### src/rtl/npc_seq_ctrl.sv
// Multi-cycle FETCH/DECODE/EXEC/MEM/WB sequencer for the RV32E NPC core.
// Owns pc, the instruction register, the retire counter and the halt status.
module npc_seq_ctrl #(
    parameter logic [31:0] RESET_PC = 32'h8000_0000,
    parameter int unsigned TO_W     = 8,
    parameter int unsigned TIMEOUT  = 255
) (
    input  logic        clk,
    input  logic        rst,
    output logic        imem_req,
    output logic [31:0] imem_addr,
    input  logic        imem_rvalid,
    input  logic [31:0] imem_rdata,
    output logic [31:0] inst,
    input  logic        dec_mem_read,
    input  logic        dec_mem_write,
    input  logic        dec_reg_write,
    input  logic        dec_branch,
    input  logic        dec_jump,
    input  logic        dec_ebreak,
    input  logic        dec_illegal,
    input  logic        br_taken,
    input  logic [31:0] tgt_addr,
    output logic        dmem_req,
    output logic        dmem_we,
    input  logic        dmem_rvalid,
    output logic        rf_we,
    output logic [31:0] pc,
    output logic [2:0]  state,
    output logic        halt,
    output logic [1:0]  halt_code,
    output logic [31:0] retire_cnt
);

    typedef enum logic [2:0] {
        StFetch  = 3'd0,
        StDecode = 3'd1,
        StExec   = 3'd2,
        StMem    = 3'd3,
        StWb     = 3'd4,
        StHalt   = 3'd5
    } state_e;

    localparam logic [TO_W-1:0] TimeoutVal = TO_W'(TIMEOUT);
    localparam logic [TO_W-1:0] ToOne      = TO_W'(1);

    localparam logic [1:0] CodeEbreak  = 2'd1;
    localparam logic [1:0] CodeIllegal = 2'd2;
    localparam logic [1:0] CodeTimeout = 2'd3;

    state_e          state_q, state_d;
    logic [31:0]     pc_q, pc_d;
    logic [31:0]     inst_q, inst_d;
    logic [31:0]     next_pc_q, next_pc_d;
    logic [31:0]     retire_q, retire_d;
    logic [TO_W-1:0] to_cnt_q, to_cnt_d;
    logic            halt_q, halt_d;
    logic [1:0]      halt_code_q, halt_code_d;

    logic        take_tgt;
    logic        tgt_misaligned;
    logic        to_expired;
    logic [31:0] pc_plus4;

    assign take_tgt       = dec_jump | (dec_branch & br_taken);
    assign tgt_misaligned = take_tgt & (tgt_addr[1:0] != 2'b00);
    assign to_expired     = (to_cnt_q == TimeoutVal);
    assign pc_plus4       = pc_q + 32'd4;

    always_comb begin
        state_d     = state_q;
        pc_d        = pc_q;
        inst_d      = inst_q;
        next_pc_d   = next_pc_q;
        retire_d    = retire_q;
        to_cnt_d    = to_cnt_q;
        halt_d      = halt_q;
        halt_code_d = halt_code_q;
        imem_req    = 1'b0;
        dmem_req    = 1'b0;
        dmem_we     = 1'b0;
        rf_we       = 1'b0;

        case (state_q)
            StFetch: begin
                imem_req = 1'b1;
                // A response arriving on the last allowed cycle still wins over the timeout.
                if (imem_rvalid) begin
                    inst_d  = imem_rdata;
                    state_d = StDecode;
                end else if (to_expired) begin
                    state_d     = StHalt;
                    halt_d      = 1'b1;
                    halt_code_d = CodeTimeout;
                end else begin
                    to_cnt_d = to_cnt_q + ToOne;
                end
            end
            StDecode: begin
                if (dec_ebreak) begin
                    state_d     = StHalt;
                    halt_d      = 1'b1;
                    halt_code_d = CodeEbreak;
                end else if (dec_illegal) begin
                    state_d     = StHalt;
                    halt_d      = 1'b1;
                    halt_code_d = CodeIllegal;
                end else begin
                    state_d = StExec;
                end
            end
            StExec: begin
                next_pc_d = take_tgt ? tgt_addr : pc_plus4;
                if (tgt_misaligned) begin
                    state_d     = StHalt;
                    halt_d      = 1'b1;
                    halt_code_d = CodeIllegal;
                end else if (dec_mem_read || dec_mem_write) begin
                    to_cnt_d = '0;
                    state_d  = StMem;
                end else begin
                    state_d = StWb;
                end
            end
            StMem: begin
                dmem_req = 1'b1;
                dmem_we  = dec_mem_write;
                if (dmem_rvalid) begin
                    state_d = StWb;
                end else if (to_expired) begin
                    state_d     = StHalt;
                    halt_d      = 1'b1;
                    halt_code_d = CodeTimeout;
                end else begin
                    to_cnt_d = to_cnt_q + ToOne;
                end
            end
            StWb: begin
                rf_we    = dec_reg_write;
                pc_d     = next_pc_q;
                retire_d = retire_q + 32'd1;
                to_cnt_d = '0;
                state_d  = StFetch;
            end
            StHalt: begin
                state_d = StHalt;
            end
            default: begin
                state_d = StHalt;
            end
        endcase
    end

    always_ff @(posedge clk) begin
        if (rst) begin
            state_q     <= StFetch;
            pc_q        <= RESET_PC;
            inst_q      <= '0;
            next_pc_q   <= '0;
            retire_q    <= '0;
            to_cnt_q    <= '0;
            halt_q      <= 1'b0;
            halt_code_q <= '0;
        end else begin
            state_q     <= state_d;
            pc_q        <= pc_d;
            inst_q      <= inst_d;
            next_pc_q   <= next_pc_d;
            retire_q    <= retire_d;
            to_cnt_q    <= to_cnt_d;
            halt_q      <= halt_d;
            halt_code_q <= halt_code_d;
        end
    end

    assign imem_addr  = pc_q;
    assign inst       = inst_q;
    assign pc         = pc_q;
    assign state      = state_q;
    assign halt       = halt_q;
    assign halt_code  = halt_code_q;
    assign retire_cnt = retire_q;

endmodule

### config.mk
export PLATFORM = sky130hd
export DESIGN_NAME = npc_seq_ctrl
export DESIGN_NICKNAME = d
export VERILOG_FILES = /design/src/rtl/npc_seq_ctrl.sv
export SDC_FILE = /design/constraint.sdc
export NUM_CORES = 1
export LEC_CHECK = 0
export BUFFER_PORTS_ARGS = -buffer_cell sky130_fd_sc_hd__buf_2
export CORE_ASPECT_RATIO = 1.25
export CORE_MARGIN = 2
export CORE_UTILIZATION = 30
export DETAILED_ROUTE_END_ITERATION = 7
export PLACE_DENSITY_LB_ADDON = 0.12
export REMOVE_ABC_BUFFERS = 1
export SYNTH_ARGS = -nofsm -noshare
export SYNTH_HDL_FRONTEND = slang
export SYNTH_SLANG_ARGS = --single-unit
### constraint.sdc
create_clock -name clk -period 2.5 [get_ports clk]
set_input_delay 0.125 -clock clk [delete_from_list [all_inputs] [get_ports clk]]
set_output_delay 0.125 -clock clk [all_outputs]
set_load 0.03 [all_outputs]
==> flow_summary.yaml <==
logic_synthesis:
  synth.most_common_cell: "nand2_1"
  muxShareOfSynthArea_pct: 0.1519
  synth_common_cells: "nand2_1, dfxtp_1, a21oi_1"
  ys_seq_elements: 142
  synth-compound-area-share_pct: 17.57
  synth_cells: 838
  synthSimpleGateAreaFrac_pct: 25.20
  synth_top_area_share_pct: 43.15
  avgSynthCellArea_um2: 7.861
  synth_xor_area_share_pct: 5.983
  synth_top_family_by_area: "simple AND/OR/NAND/NOR gates"
  syn-cell-area_um2: 6588
  async_reset_ff_share_pct: 0
  yosys.area_share.adder_pct: 0.5698
  yosys_most_used_dff: "dfxtp_1"
  yosysWarnings: 0
  synth_top_area_cell: "dfxtp_1"
  yosys-top-cells-area: "dfxtp_1, nand2_1, a21oi_1"
  synth.distinct_cells: 53
  synth-edff-count: 0
  ys_seq_area_share_pct: 43.15
job:
  cap_violations: 0
cts:
  cts_tree: "yes"
  root_buffer: "clkbuf_16"
  cts_buffers: 17
  post_cts_buffers: 0
  clock_latency_ns: 0.42
  htreeDepth: 4
  cts_num_sinks: 142
  ctsResizeCount: 0
  cts_buffer_depth: 2
  clkTransAtPathRegs_ns: 0.07
grt:
  grt_overflow_total: 0
  grt_pass1_wl_mm: 31.91
  grt_use_met1_pct: 21.50
  grt_max_degree: 92
  antenna_found_initial: 2
  use_met3_pct: 4.032
  top_usage_layer: "met2"
  grt_usage_pct: 17.42
  use_met2_pct: 29.48
  grt_pass1_vias: 5998
setup_path:
  crit_fanout: 8
  cp.required_ns: 2.85
  worst_path_largest_cell_delay_ns: 0.53
  startpoint: "state[1]"
  crit_chain: "or3b_4 -> or4_4 -> or4_1 -> or3_1 -> a21oi_1"
  path_class: "flop to flop"
  cp_top_family: "simple AND/OR/NAND/NOR gates"
  arrival_ns: 2.73
  r2r_start: "state[1]"
  path_buf_inv: 0
  cp-start-kind: "flop"
  end_kind: "flop"
  cp_slowest_cell: "or4_4"
floorplan:
  die_area_um2: 23170
  fp-row-count: 60
  start_util_pct: 30.57
  die_h_um: 169.7
  die_x_um: 136.5
  num_io_pins: 214
  coreArea_um2: 21550
timing:
  worst_pin_slew_ns: 0.6656
  period_share_pct: 95.29
  whs_ns: 0.01763
  max_slew_margin_pct: 55.62
  finalHoldViolCount: 0
  setup_violations: 0
  skew_ns: 0.01018
  min_period_ns: 2.382
  grt_setup_unrepaired: "no"
  max_freq_mhz: 419.8
  slew_violations: 0
finish:
  layout.nets: 1147
  finalCoreUtilization_pct: 41.34
  synthToLayoutAreaGrowth_pct: 35.21
  final_area_um2: 8907
  drive_gt1_share_pct: 27.01
power_and_ir_drop:
  irDropWorstVdd_mv: 0.4624
  combPwrFrac_pct: 11.2
  p_leak_nw: 3.655
  p_sw_mw: 1.444
  intPower_mw: 4.128
  pwr_density_cell_nw_per_um2: 625.6
  power.total_mw: 5.572
  pwr-share-clk_pct: 46.5
  swShare_pct: 25.91
  seq_power_share_pct: 42.3
route:
  ant_nets: 0
  wire_per_inst_um: 15.24
  vias_per_cell: 4.837
  drtPass1Iterations: 6
  vias: 6583
  drt_iter0_drc: 306
  drc: 0
  wl_mm: 20.74
run_status:
  status: "finished, final reports clean"
placed_design:
  place.port_buffers: 213
  place_hpwl_mm: 14.40
  dpl_cell_area_um2: 7848
  gp_congestion: 0.7848
min_path:
  hp-class: "primary input to flop"
  min_from: "tgt_addr[16]"
logic make-up (layout without fill, tap and decap cells):
kind of cell             after synthesis  count (layout)
other                                  0               1
buffers and inverters                 94             337
AO/OA/AOI/OAI                        195             195
XOR/XNOR                              45              45
flip-flops                           142             142
multiplexers                           1               1
AND/OR/NAND/NOR                      358             358
adder cells (fa/ha/maj)                3               3
per-layer routing:
metal / part of all wire, % / vias to the layer above / wire, um
met5: 0.063 / - / 13
met4: 1.3 / 2 / 270
met3: 6.2 / 16 / 1279
met2: 48 / 189 / 9951
met1: 44 / 3037 / 9227
li1: - / 3339 / -
path summary, 6_finish.rpt:
path / cells after the start / endpoint / slack [ns]
min: 3 / next_pc_q[16] / 0.02
min reg2reg: 2 / inst[11] / 0.45
max reg2reg: 5 / retire_cnt[30] / 0.12
max: 5 / retire_cnt[30] / 0.12
worst min-delay path: stages:
cell and delay [ns]:
buf_2 0.09, a22oi_1 0.06, o22ai_1 0.11
power groups by stage:
stage                     sequential, mW  combinational (mW)  clock (mW)
after floorplan                     2.52               0.201           0
after global placement              2.41               0.575           0
after detailed placement            2.41               0.575           0
after CTS                           2.36               0.632        2.68
after global routing                2.37               0.685        2.77
final                               2.36               0.625        2.59
registers in the layout, indices dropped and copies added (netlist names):
register / cells
next_pc_q: 32
retire_cnt: 32
state: 3
halt: 1
inst: 32
halt_code: 2
to_cnt_q: 8
imem_addr: 32
layout by cell type (no fill, tap or decap), types with 4 or more instances in the layout:
cell type | synthesis | layout
a21oi_1 | 101 | 100
or3_1 | 16 | 16
a211oi_1 | 7 | 7
nand2b_1 | 5 | 5
dfxtp_1 | 142 | 142
buf_2 | 1 | 212
a222oi_1 | 4 | 4
xor2_1 | 19 | 19
inv_1 | 11 | 11
o22ai_1 | 17 | 17
buf_4 | 33 | 35
nor4_1 | 8 | 8
and2_1 | 7 | 7
o21ai_0 | 25 | 25
dlygate4sd3_1 | 0 | 46
nand2_1 | 171 | 171
a311oi_1 | 4 | 4
nand3_1 | 26 | 26
nor3_1 | 13 | 13
nor2_1 | 64 | 63
xnor2_1 | 26 | 26
nand4_1 | 13 | 13
and3_1 | 10 | 10
and4_1 | 6 | 6
clkbuf_16 | 0 | 17
clkinv_2 | 0 | 4
a22oi_1 | 14 | 14
layout make-up:
cell class | instances | area (um^2)
tap | 279 | 349.1
clock buffer | 18 | 429.2
clock inverter | 14 | 167.7
antenna | 1 | 2.502
inverter | 11 | 41.29
multi-input combinational | 602 | 3271
timing repair buffer | 294 | 1804
sequential | 142 | 2843
fill | 2230 | 12640
what timing repair did:
action | in CTS | in global routing
hold buffers | 46 | 0
hold endpoints to repair | 46 | 0
setup endpoints to repair | 0 | 0
stage by stage:
stage               std cells  setup slack [ns]  TNS (ns)
global route             1360          0.008359         0
floorplan                 755           -0.4932    -3.862
global placement         1282            0.1389         0
finish                   1361            0.1178         0
detailed placement       1282            0.1216         0
CTS                      1360            0.1087         0
No activity file was read; power rests on OpenSTA's default activity.
